<file path="config.mk">
export PLATFORM = sky130hd
export DESIGN_NAME = memory_access_controller
export DESIGN_NICKNAME = d
export VERILOG_FILES = /design/src/rtl/memory_access_controller.sv
export SDC_FILE = /design/constraint.sdc
export NUM_CORES = 1
export LEC_CHECK = 0
export ABC_AREA = 1
export BUFFER_PORTS_ARGS = -buffer_cell sky130_fd_sc_hd__buf_4
export CELL_PAD_IN_SITES_DETAIL_PLACEMENT = 0
export CELL_PAD_IN_SITES_GLOBAL_PLACEMENT = 2
export CORE_MARGIN = 2
export CORE_UTILIZATION = 26
export DETAILED_ROUTE_END_ITERATION = 8
export PLACE_DENSITY = 0.9
export RECOVER_POWER = 100
export SLEW_MARGIN = 25
export SYNTH_ARGS = -nofsm -noshare
export SYNTH_HDL_FRONTEND = slang
export SYNTH_SLANG_ARGS = --single-unit
</file>
<file path="constraint.sdc">
create_clock -name clk -period 1.85 [get_ports clk]
set_clock_uncertainty 0.2 [all_clocks]
set_input_delay 0.4625 -clock clk [delete_from_list [all_inputs] [get_ports clk]]
set_output_delay 0.4625 -clock clk [all_outputs]
set_load 0.02 [all_outputs]
</file>
<file path="src/rtl/memory_access_controller.sv">
// memory_access_controller
//
// Memory-side sequencer between the control unit / data register pair and a
// synchronous RAM. A single-cycle read or write request is accepted while the
// controller is idle, the RAM is driven with a registered address (and write
// data/enable for writes), and completion is reported with a one-cycle `done`
// pulse. Reads additionally capture the RAM word into `dr_data` and pulse
// `dr_load` so the data register can latch it.
//
// Ports:
//   clk        system clock, everything on the rising edge
//   rst        synchronous active-high reset
//   rd_req     read request, honoured only while busy=0
//   wr_req     write request, honoured only while busy=0
//   addr_in    request address (from AR)
//   wr_data    write data (from DR data_out)
//   ram_rdata  RAM read data
//   ram_addr   registered RAM address
//   ram_wdata  registered RAM write data
//   ram_we     RAM write enable, one cycle per write
//   dr_data    last captured read word (to DR ram_in)
//   dr_load    one-cycle strobe to DR read
//   busy       transaction in progress
//   done       one-cycle completion pulse (read or write)
//   overrun    sticky: request while busy, or read+write collision
module memory_access_controller #(
    parameter int DATA_WIDTH  = 16,
    parameter int ADDR_WIDTH  = 8,
    parameter int RAM_LATENCY = 2
) (
    input  logic                  clk,
    input  logic                  rst,
    input  logic                  rd_req,
    input  logic                  wr_req,
    input  logic [ADDR_WIDTH-1:0] addr_in,
    input  logic [DATA_WIDTH-1:0] wr_data,
    input  logic [DATA_WIDTH-1:0] ram_rdata,
    output logic [ADDR_WIDTH-1:0] ram_addr,
    output logic [DATA_WIDTH-1:0] ram_wdata,
    output logic                  ram_we,
    output logic [DATA_WIDTH-1:0] dr_data,
    output logic                  dr_load,
    output logic                  busy,
    output logic                  done,
    output logic                  overrun
);

    typedef enum logic [1:0] {
        IDLE,
        RD_WAIT,
        WR_PULSE
    } state_t;

    // The counter is 4 bits wide, which bounds RAM_LATENCY to 1..15.
    localparam logic [3:0] LAT = 4'(RAM_LATENCY);

    state_t     state;
    state_t     state_next;
    logic [3:0] cnt;

    logic accept_rd;
    logic accept_wr;
    logic rd_finish;
    logic wr_finish;
    logic cnt_inc;
    logic overrun_set;

    // State register.
    always_ff @(posedge clk) begin
        if (rst) begin
            state <= IDLE;
        end else begin
            state <= state_next;
        end
    end

    // Next-state and per-edge decisions. A read wins a read/write collision;
    // the dropped write and any request arriving while busy only set overrun.
    always_comb begin
        state_next  = state;
        accept_rd   = 1'b0;
        accept_wr   = 1'b0;
        rd_finish   = 1'b0;
        wr_finish   = 1'b0;
        cnt_inc     = 1'b0;
        overrun_set = 1'b0;
        case (state)
            IDLE: begin
                if (rd_req) begin
                    accept_rd   = 1'b1;
                    state_next  = RD_WAIT;
                    overrun_set = wr_req;
                end else if (wr_req) begin
                    accept_wr  = 1'b1;
                    state_next = WR_PULSE;
                end
            end
            RD_WAIT: begin
                overrun_set = rd_req | wr_req;
                if (cnt == LAT) begin
                    rd_finish  = 1'b1;
                    state_next = IDLE;
                end else begin
                    cnt_inc = 1'b1;
                end
            end
            WR_PULSE: begin
                overrun_set = rd_req | wr_req;
                wr_finish   = 1'b1;
                state_next  = IDLE;
            end
            default: begin
                state_next = IDLE;
            end
        endcase
    end

    // Registered datapath and outputs. The counter starts at 1 on the
    // accepting edge so that the capture edge lands exactly RAM_LATENCY
    // edges after the request edge. Address and write data are sampled only
    // on acceptance and hold afterwards.
    always_ff @(posedge clk) begin
        if (rst) begin
            ram_addr  <= '0;
            ram_wdata <= '0;
            ram_we    <= 1'b0;
            dr_data   <= '0;
            dr_load   <= 1'b0;
            busy      <= 1'b0;
            done      <= 1'b0;
            overrun   <= 1'b0;
            cnt       <= 4'd0;
        end else begin
            ram_we  <= accept_wr;
            dr_load <= rd_finish;
            done    <= rd_finish | wr_finish;
            busy    <= (state_next != IDLE);
            overrun <= overrun | overrun_set;
            if (accept_rd || accept_wr) begin
                ram_addr <= addr_in;
            end
            if (accept_wr) begin
                ram_wdata <= wr_data;
            end
            if (rd_finish) begin
                dr_data <= ram_rdata;
            end
            if (accept_rd) begin
                cnt <= 4'd1;
            end else if (rd_finish) begin
                cnt <= 4'd0;
            end else if (cnt_inc) begin
                cnt <= cnt + 4'd1;
            end
        end
    end

endmodule

</file>
# Word level (Yosys, flattened, before mapping)

Cells that the tools add are included.

$add $sub $neg: 1
Divide/modulo/power cells: 0
Reductions and logical operators: 6
Multiplexer cells: 19
Multipliers: 0
Shift operators: 0
Bitwise gates (word level): 3
Equal/unequal tests: 3
Magnitude comparators: 0

Operator list:

| operator              | count |
|---|---|
| $mux W1               | 14 |
| $mux W2               | 3 |
| $add A4 B1 Y4 const B | 1 |
| $eq A4 B2 Y1 const B  | 1 |
| $pmux W2 S2           | 1 |
| $or A1 B1 Y1          | 3 |
| $reduce_bool A3 Y1    | 1 |
| $reduce_or A3 Y1      | 1 |
| $eq A2 B1 Y1 const B  | 1 |
| $eq A2 B2 Y1 const B  | 1 |
| $logic_not A2 Y1      | 1 |
| $pmux W1 S2           | 1 |
| $reduce_bool A2 Y1    | 1 |
| $reduce_or A2 Y1      | 1 |
| $logic_or A1 B1 Y1    | 1 |

Word-level logic and storage cells: 43
RAM bits: 0
Bits in latches: 0
Memories: 0
Input port bits: 44
Bits in registers: 51
ROM bits: 0

# Logic depth before layout (Yosys ltp)

Gate-level depths: netlist (run 1).

Depth in word-level cells: 6
Mapped depth: 7
Mapped depth without buffers: 7

# Worst setup path after synthesis (run 1)

OpenSTA, ideal clock, no wires.

Path type: register -> register
From: register state[0]
To: register ram_wdata[10]
Clock period less this slack: 1,531 ps
Cell stages (with the launch flop): 8
Data arrival time: 1,192 ps
Setup slack: 319 ps
Path through: dfxtp_1 inv_1 ha_1 nand3_4 clkinv_2 buf_12 nand2_2 a21oi_2

Cells in the longest elaborated chain, start to end: 2

Ends and longest elaborated chain:

| item                   | line | RTL |
|---|---|---|
| from (decl)            | 57   | `state_t state;` |
| from (signal assigned) | 73   | `state <= state_next;` |
| $logic_not A2 Y1       | 87   | `case (state)` |
| $mux W1                | 87   |  |
| to (signal assigned)   | 143  | `ram_wdata <= wr_data;` |
| to (decl)              | 39   | `output logic [DATA_WIDTH-1:0] ram_wdata,` |

Every way passes these cells.
A chain may end at the register's enable or synchronous reset.

# Worst setup path in the final report (run 1)

From: register state[1]
To: register ram_wdata[13]

The elaborated chain is that of the path after synthesis.

==> results by stage, run 1 <==
Global routing:
- Across every metal layer, demand over resource in global routing totals 0.117.
- The initial antenna violation count is 0.
- The via count of the first global-routing pass is 1896.
- The largest net degree at the start of global routing is 28.
- The global-route congestion overflow total is 0.
- The first global-routing pass estimated 8.46 mm of wire.

Place:
- Prior to clock tree synthesis, the placed netlist has a worst setup slack of 0.0839 ns.
- In this run the tool buffered the top-level ports with 88 buffer cells.
- The last weighted congestion value of the routability-driven placer is 0.766.
- Once detailed placement completed, the half-perimeter wirelength came to 3.78 mm.
- In this run, placement finished with an instance count of 431.

Cells and area:
- Relative to the synthesized area, the layout overhead comes to 30.7%.
- 0 antenna diodes ended up in the layout.
- The net count of the finished layout is 386.
- In the final layout, the share of cells above drive strength 1 is 0.255.
- Leaving out filler cells and counting taps, the final layout contains 439.

Die:
- The initial utilization of the core area, before any placement, comes to 0.269.
- The die outline area is 8750 um^2.
- The die span in y is 93.6 um.
- The overall die width is 93.6 um.
- The boundary pin count is 89.
- The placeable core region is 7770 um^2.
- The standard-cell row count is 32.

Timing:
- In the final timing run, aggregate negative setup slack is 0 ns.
- The final-report hold violation count is 0.
- The final count of pins violating max slew is 0.
- The final count of negative-setup-slack endpoints is 0.
- Based on the critical path, the design can be clocked at up to 627 MHz.
- Setup repair after global routing left no endpoint under its margin.
- The worst slew margin relative to its limit is 0.803.
- Setup slack closes at 0.255 ns.
- The final critical delay including setup and external delays is 1.59 ns.
- At the pin with the least slew margin, the transition time is 0.295 ns.
- Dividing the final minimum period by the clock period gives 0.862.

CTS:
- The number of clock sinks seen by CTS is 51.
- The tree is rooted in a sky130_fd_sc_hd__clkbuf_8.
- The setup fix buffers added after clock tree synthesis is 0.
- The post-CTS clock slew at the launch and capture registers of the worst setup and hold paths is 0.10 ns.
- The count of H-tree levels built during CTS is 2.
- The later pin in the worst-skew pair is clocked with a latency of 0.31 ns.
- TritonCTS created 5 clock buffers.
- The longest clock path from root to sink contains 2 buffers.
- The clock tree from TritonCTS is built.

Pwr:
- Dividing total power by cell area gives a power density of 849 nW/um^2.
- The peak supply drop is 0.342 mV.
- The analysis attributes to cell leakage a power of 1.09 nW.

Critical path:
- The highest-delay cell along the critical path is sky130_fd_sc_hd__dfxtp_1.
- Across all register-to-register paths, the minimum setup slack is 0.26 ns.
- The critical path is of the reg -> reg type.
- In this run the worst path has a maximum fanout of 16.
- The delay of the slowest critical-path stage is 0.34 ns.
- For the worst setup path, the data required time is 1.90 ns.
- The sort of element at the start of the critical path is a flip-flop.
- Traced cell by cell, the critical path runs through inv_1 > ha_2 > nand3_4 > inv_4 > nand2_1 > a21oi_2.
- The kind of capture point of the worst setup path is a flip-flop.
- The arrival time of the worst setup path is 1.65 ns.

Route:
- The final routed wire length divided by cell count is 11.5 um.
- The vias per cell is 4.28.
- The count of TritonRoute iterations in the first routing pass is 4.
- The detailed router finished its first iteration with 57 violations.
- Once detail routing completed, the nets flagged for antenna violations numbered 0.
- The routed design has 5.04 mm of wire.
- Detailed routing inserted a total of 1878 vias.
- In the routed design, unresolved DRC markers number 0.

Synth:
- Counting every instance in the synthesized netlist gives 246.
- In this run the cell area of the synthesized design comes to 2090 um^2.
- The fraction of registers with async set or reset after synthesis is 0.
- In the post-synthesis netlist, the biggest area contributors are sky130_fd_sc_hd__dfxtp_1 (49%), sky130_fd_sc_hd__nand2_1 (12%), sky130_fd_sc_hd__a21oi_2 (8.0%).
- The number of synthesized register bits is 51.
- The commonest register cell after synthesis is sky130_fd_sc_hd__dfxtp_1.
- The most frequent cell after synthesis is sky130_fd_sc_hd__nand2_1.
- The average cell area after synthesis is 8.48 um^2.
- By count the netlist is led by sky130_fd_sc_hd__nand2_1 (66), sky130_fd_sc_hd__dfxtp_1 (51), sky130_fd_sc_hd__a21oi_1 (20).
- The synthesis warning total is 0.
- The synthesized design contains 0 enable-type register cells.
- The total nets after synthesis is 296.
- Of the post-synthesis cell area, the dominant cell type holds 0.490.
- Counting distinct cell types in the post-synthesis netlist gives 24.
- For this run, the register share of the synthesized area comes to 0.490.
- The cell type with the largest total area after synthesis is sky130_fd_sc_hd__dfxtp_1.

Min path:
- The type of the most critical hold path is in -> reg.

Flow run:
- Across the run, the number of max-cap violations was 0.

Status:
- The flow ran to the end, and the final reports show no timing, DRC or antenna violations.
## report_power, final
group,internal (W),total [W],switching [W]
Combinational,0.000165,0.000438,0.000273
Clock,0.000275,0.000675,0.000401
Sequential,0.00117,0.00120,0.0000354
## cell families (layout without fill, tap and decap cells)
family	count (synthesis)	after routing	synth area share
fa+ha+maj	6	6	0.0360
compound gates	52	52	0.161
buf+inv	24	115	0.0642
flops	51	51	0.490
simple gates	113	113	0.249
## per-layer routing
layer | GRT usage | share of wire | routed length (um)
met5 | 0 | 0 | 0
met4 | 0.0181 | 0.0067 | 34
met3 | 0.0435 | 0.082 | 412
met2 | 0.198 | 0.45 | 2240
met1 | 0.146 | 0.47 | 2350
## cell type report
class | count | area [um^2]
Tap cell | 102 | 128
Inverter | 15 | 61.3
Clock buffer | 5 | 68.8
Timing Repair Buffer | 92 | 534
Sequential cell | 51 | 1020
Fill cell | 890 | 5040
Multi-Input combinational cell | 171 | 890
Clock inverter | 3 | 22.5
## cell usage in the layout (no fill, tap or decap), drive strengths merged
cell type | netlist | final
o21ai | 11 | 11
nor2 | 20 | 20
inv | 14 | 17
clkbuf | 3 | 50
a21oi | 39 | 39
ha | 6 | 6
a21boi | 1 | 1
nand3 | 5 | 5
clkinv | 1 | 1
dfxtp | 51 | 51
o21a | 1 | 1
buf | 6 | 47
nand3b | 1 | 1
nand2 | 85 | 85
or2 | 1 | 1
nand4 | 1 | 1
## sequential cells by signal, summed over array words and instances (netlist names)
| signal | count |
|---|---|
| state | 2 |
| busy | 1 |
| ram_addr | 8 |
| ram_we | 1 |
| cnt | 4 |
| done | 1 |
| ram_wdata | 16 |
| dr_data | 16 |
| overrun | 1 |
| dr_load | 1 |
## path summary, 6_finish.rpt
path,from,to,cells past startpoint
max,state[1],ram_wdata[13],6
min reg2reg,dr_data[6],dr_data[6],2
min,wr_data[9],ram_wdata[9],3
max reg2reg,state[1],ram_wdata[13],6
## stage by stage
stage	power, W	cell area (um^2)	util	hold WS [ns]
6_report	0.00231	2730	0.351	0.194
3_5_place_dp	0.00172	2840	0.366	0.256
3_3_place_gp	0.00172	2840	0.366	0.254
4_1_cts	0.00241	2930	0.378	0.179
2_1_floorplan	0.00150	2090	-	0.285
5_1_grt	0.00246	2730	0.351	0.173
## critical path, delay by kind of cell, from the launching register on
family,cells,cell delay (ns)
AO/OA/AOI/OAI,1,0.12
adder cells (fa/ha/maj),1,0.28
buffers and inverters,2,0.33
flip-flops,1,0.34
AND/OR/NAND/NOR,2,0.27
## timing repair
| action | CTS | global route |
|---|---|---|
| setup endpoints to repair | 0 | 19 |
| gates resized for setup | 0 | 4 |
| hold buffers | 0 | 0 |
Note: power is estimated with default switching activity, not from simulation.
==> run 2: changes to the inputs <==
Settings changed: ABC_AREA 1 to unset, PLACE_DENSITY 0.9 to 0.89.
==> results by stage, run 2 <==
Status:
- The run finished with clean final reports.

Timing:
- Setup repair after global routing left no endpoint under its margin.
- The share of the cycle needed by the critical path after routing is 0.954 (+0.0919).
- The final count of pins violating max slew is 0 (unchanged).
- The slew of the pin with the lowest slew margin is 0.544 ns (+0.249 ns).
- The worst slew margin relative to its limit was 0.637 (-0.166).
- The final count of negative-setup-slack endpoints came to 0 (unchanged).
- The achievable clock frequency was 567 MHz (-9.6%).
- The final-report hold violation count is 0 (unchanged).
- The final critical delay including setup and external delays is 1.76 ns (+0.170 ns).

Synth:
- The fraction of registers with async set or reset after synthesis is 0 (unchanged).
- The instance count of the mapped netlist came to 191 (-22%).
- Yosys instantiated no cell more often than sky130_fd_sc_hd__dfxtp_1.
- The total nets after synthesis is 241 (-19%).
- The number of synthesized register bits came to 51 (unchanged).
- The synthesis warning total is 0 (unchanged).
- The cell type with the largest total area after synthesis is sky130_fd_sc_hd__dfxtp_1.
- The area of the mapped netlist is 1900 um^2 (-8.9%).
- Among all flip-flop cells after synthesis, the most frequent one is sky130_fd_sc_hd__dfxtp_1.
- The average cell area after synthesis is 9.95 um^2 (+17%).
- The fraction of the yosys area taken by sequential cells came to 0.537 (+0.0477).
- By area the synthesized netlist is led by sky130_fd_sc_hd__dfxtp_1 (54%), sky130_fd_sc_hd__nand2_1 (7.5%), sky130_fd_sc_hd__a22o_1 (7.4%).
- The number of enable flip-flop cells after synthesis is 0 (unchanged).
- The commonest cells after synthesis are sky130_fd_sc_hd__dfxtp_1 (51), sky130_fd_sc_hd__nand2_1 (38), sky130_fd_sc_hd__a21oi_1 (17), sky130_fd_sc_hd__a22o_1 (16), sky130_fd_sc_hd__nor2_1 (11).
- The fraction of synthesized cell area taken by the top area cell type is 0.537 (+0.0477).
- The unique cell type count in the Yosys netlist is 35 (+46%).

Route:
- The number of vias in the routed layout came to 1659 (-12%).
- The vias per cell came to 4.34 (+1.5%).
- The violation count after the first detailed-route iteration is 27 (-53%).
- The final routed wire length divided by cell count was 12.3 um (+6.9%).
- The number of design rule violations left after detail routing is 0 (unchanged).
- The total wirelength of the detailed-routed design is 4.69 mm (-7.0%).
- The count of TritonRoute iterations in the first routing pass is 4 (unchanged).
- The remaining number of nets flagged by the antenna check after routing is 0 (unchanged).

Critical path:
- For this design, the slowest cell found on the critical path is sky130_fd_sc_hd__or3b_1.
- The arrival time of the worst setup path came to 1.75 ns (+0.10 ns).
- The endpoint required time on the critical path is 1.83 ns (-0.07 ns).
- The critical path class is reg -> reg.
- Walking the worst path, the cells encountered are inv_1 > ha_1 > or3b_1 > and2_1 > o221a_2.
- STA classifies the critical path startpoint as a flip-flop.
- The largest fanout of any net on the critical path is 4 (-12).
- The kind of capture point of the worst setup path is a flip-flop.
- The delay of the slowest critical-path stage is 0.39 ns (+0.05 ns).

Place:
- The number of placed instances with taps included was 372 (-14%).
- The number of buffer cells added on primary ports is 88 (unchanged).
- The post-place instance area is 2650 um^2 (-6.9%).
- The last weighted congestion value of the routability-driven placer is 0.730 (-4.7%).
- The detailed placer's ending HPWL is 3.38 mm (-11%).

Cells and area:
- The total of fill cells in the finished design is 791 (-11%).
- The net count of the finished layout was 332 (-14%).
- The final cell count without fillers came to 382 (-13%).
- The cell area after layout is 2640 um^2 (-3.0%).
- The fraction of layout cells with a size suffix above 1 is 0.237 (-0.0184).
- The largest registers in the layout are dr_data: 16 flops, ram_wdata: 16 flops, ram_addr: 8 flops.
- The core occupancy in the finished layout came to 0.368 (+0.0176).
- The area growth from synthesis to layout is 39.1%.
- The antenna diode count is 0 (unchanged).
- The most common library cell in the layout ignoring fill and taps is sky130_fd_sc_hd__dfxtp_1.
- The top cell types in the final layout, fill and taps aside, are sky130_fd_sc_hd__dfxtp_1 (49), sky130_fd_sc_hd__clkbuf_1 (47), sky130_fd_sc_hd__buf_4 (46).

CTS:
- The maximum buffer depth of the clock tree is 2 (unchanged).
- Clock tree synthesis selected as its root buffer the cell sky130_fd_sc_hd__clkbuf_8.
- The post-CTS clock slew at the launch and capture registers of the worst setup and hold paths came to 0.09 ns (about the same).
- The clock latency reported for the late side of the worst-skew pair is 0.29 ns (-0.02 ns).
- TritonCTS built the clock tree.
- The number of clock sinks seen by CTS came to 51 (unchanged).
- The count of H-tree levels built during CTS is 2 (unchanged).
- The number of buffers created by CTS is 5 (unchanged).

Global routing:
- The via count of the first global-routing pass was 1485 (-22%).
- The initial antenna violation count came to 0 (unchanged).
- The global-route usage over all layers was 0.110 (-0.00761).
- The global-route congestion overflow total is 0 (unchanged).
- The first-pass GRT wire length is 6.84 mm (-19%).
- The largest net degree at the start of global routing is 18 (-36%).

Pwr:
- The overall power consumption is 0.00248 W (+7.1%).
- The static power due to leakage is 1.09 nW (+0.12%).
- The peak supply drop is 0.523 mV (+53%).
- The total power divided by cell area is 937 nW/um^2 (+10%).

Flow run:
- The number of max-capacitance violations reported was 0 (unchanged).

Die:
- The die span in y is 89.5 um (-4.3%).
- The standard-cell row count is 31 (-3.1%).
- The boundary pin count is 89 (unchanged).
- The effective utilization at floorplan is 0.265 (-0.00366).
- The overall die width is 89.5 um (-4.3%).
- The die outline area is 8010 um^2 (-8.5%).
- The placeable core region was 7180 um^2 (-7.6%).

Min path:
- The path class of the tightest hold or removal check is in -> reg.
==> run 2: cell count changes in the layout (fill, tap and decap cells not counted), moves of 3 or more <==
cell and change:
sky130_fd_sc_hd__a221oi_1 +3, sky130_fd_sc_hd__nor2_1 -8, sky130_fd_sc_hd__nand3_1 -3, sky130_fd_sc_hd__inv_1 -6, sky130_fd_sc_hd__nand2_2 -5, sky130_fd_sc_hd__nand2_1 -42, sky130_fd_sc_hd__mux2i_1 +8, sky130_fd_sc_hd__a21oi_1 -6
sky130_fd_sc_hd__a22o_1 +16, sky130_fd_sc_hd__a21oi_2 -16, sky130_fd_sc_hd__o21ai_0 -7
==> run 2: area by class of cell <==
| class | instances | area (um^2) | share of cell area |
|---|---|---|---|
| Tap cell | 99 | 124 | 0.0469 |
| Sequential cell | 51 | 1020 | 0.387 |
| Multi-Input combinational cell | 124 | 803 | 0.304 |
| Inverter | 5 | 18.8 | 0.00710 |
| Clock buffer | 6 | 72.6 | 0.0274 |
| Timing Repair Buffer | 95 | 542 | 0.205 |
| Clock inverter | 2 | 60.1 | 0.0227 |
==> run 2: path summary, 6_finish.rpt <==
path	from	endpoint	slack, ns	cells after the start
worst max-delay path	cnt[0]	busy	0.09	5
worst min-delay path	ram_rdata[13]	dr_data[13]	0.17	2
worst max register to register	cnt[0]	busy	0.09	5
worst min register to register	ram_wdata[7]	ram_wdata[7]	0.26	2
==> run 2: kinds of logic after synthesis <==
family,after synthesis,share of synthesized area
xor+xnor,2,0.00922
mux,8,0.0421
buf+inv,16,0.0494
fa+ha+maj,6,0.0395
flops,51,0.537
simple gates,62,0.151
compound gates,46,0.171
==> run 2: layer usage <==
metal / vias to the layer above / track usage / share of wire
li1: 836 / - / -
met1: 745 / 0.142 / 0.46
met2: 74 / 0.171 / 0.43
met3: 4 / 0.0443 / 0.095
met4: 0 / 0.0285 / 0.0051
met5: - / 0 / 0
==> run 2: power by group <==
part	internal, W	total, W	switching, W
sequential	0.00115	0.00119	0.0000315
clock	0.000541	0.000895	0.000354
combinational	0.000174	0.000398	0.000224
==> run 2: worst max-delay path: cells and delay by family (launching register included) <==
kind / cells / cell delay (ns)
simple gates: 2 / 0.59
fa+ha+maj: 1 / 0.16
flops: 1 / 0.35
buf+inv: 1 / 0.09
compound gates: 1 / 0.27
==> run 2: what timing repair did <==
item / 4_1_cts / 5_1_grt
setup endpoints to repair: 21 / 15
setup buffers: 0 / 1
gates resized for setup: 2 / 8
cloned: 0 / 1
hold endpoints to repair: 0 / 0
pin swaps: 0 / 1
hold buffers: 0 / 0
==> run 2: per-stage QoR <==
step | setup slack [ns] | setup TNS, ns | hold slack (ns)
final | 0.0854 | 0 | 0.168
after global routing | 0.00488 | 0 | 0.150
after CTS | 0.0431 | 0 | 0.152
after detailed placement | -0.0222 | -0.232 | 0.247
after global placement | 0.00838 | 0 | 0.242
after floorplan | 0.0701 | 0 | 0.287
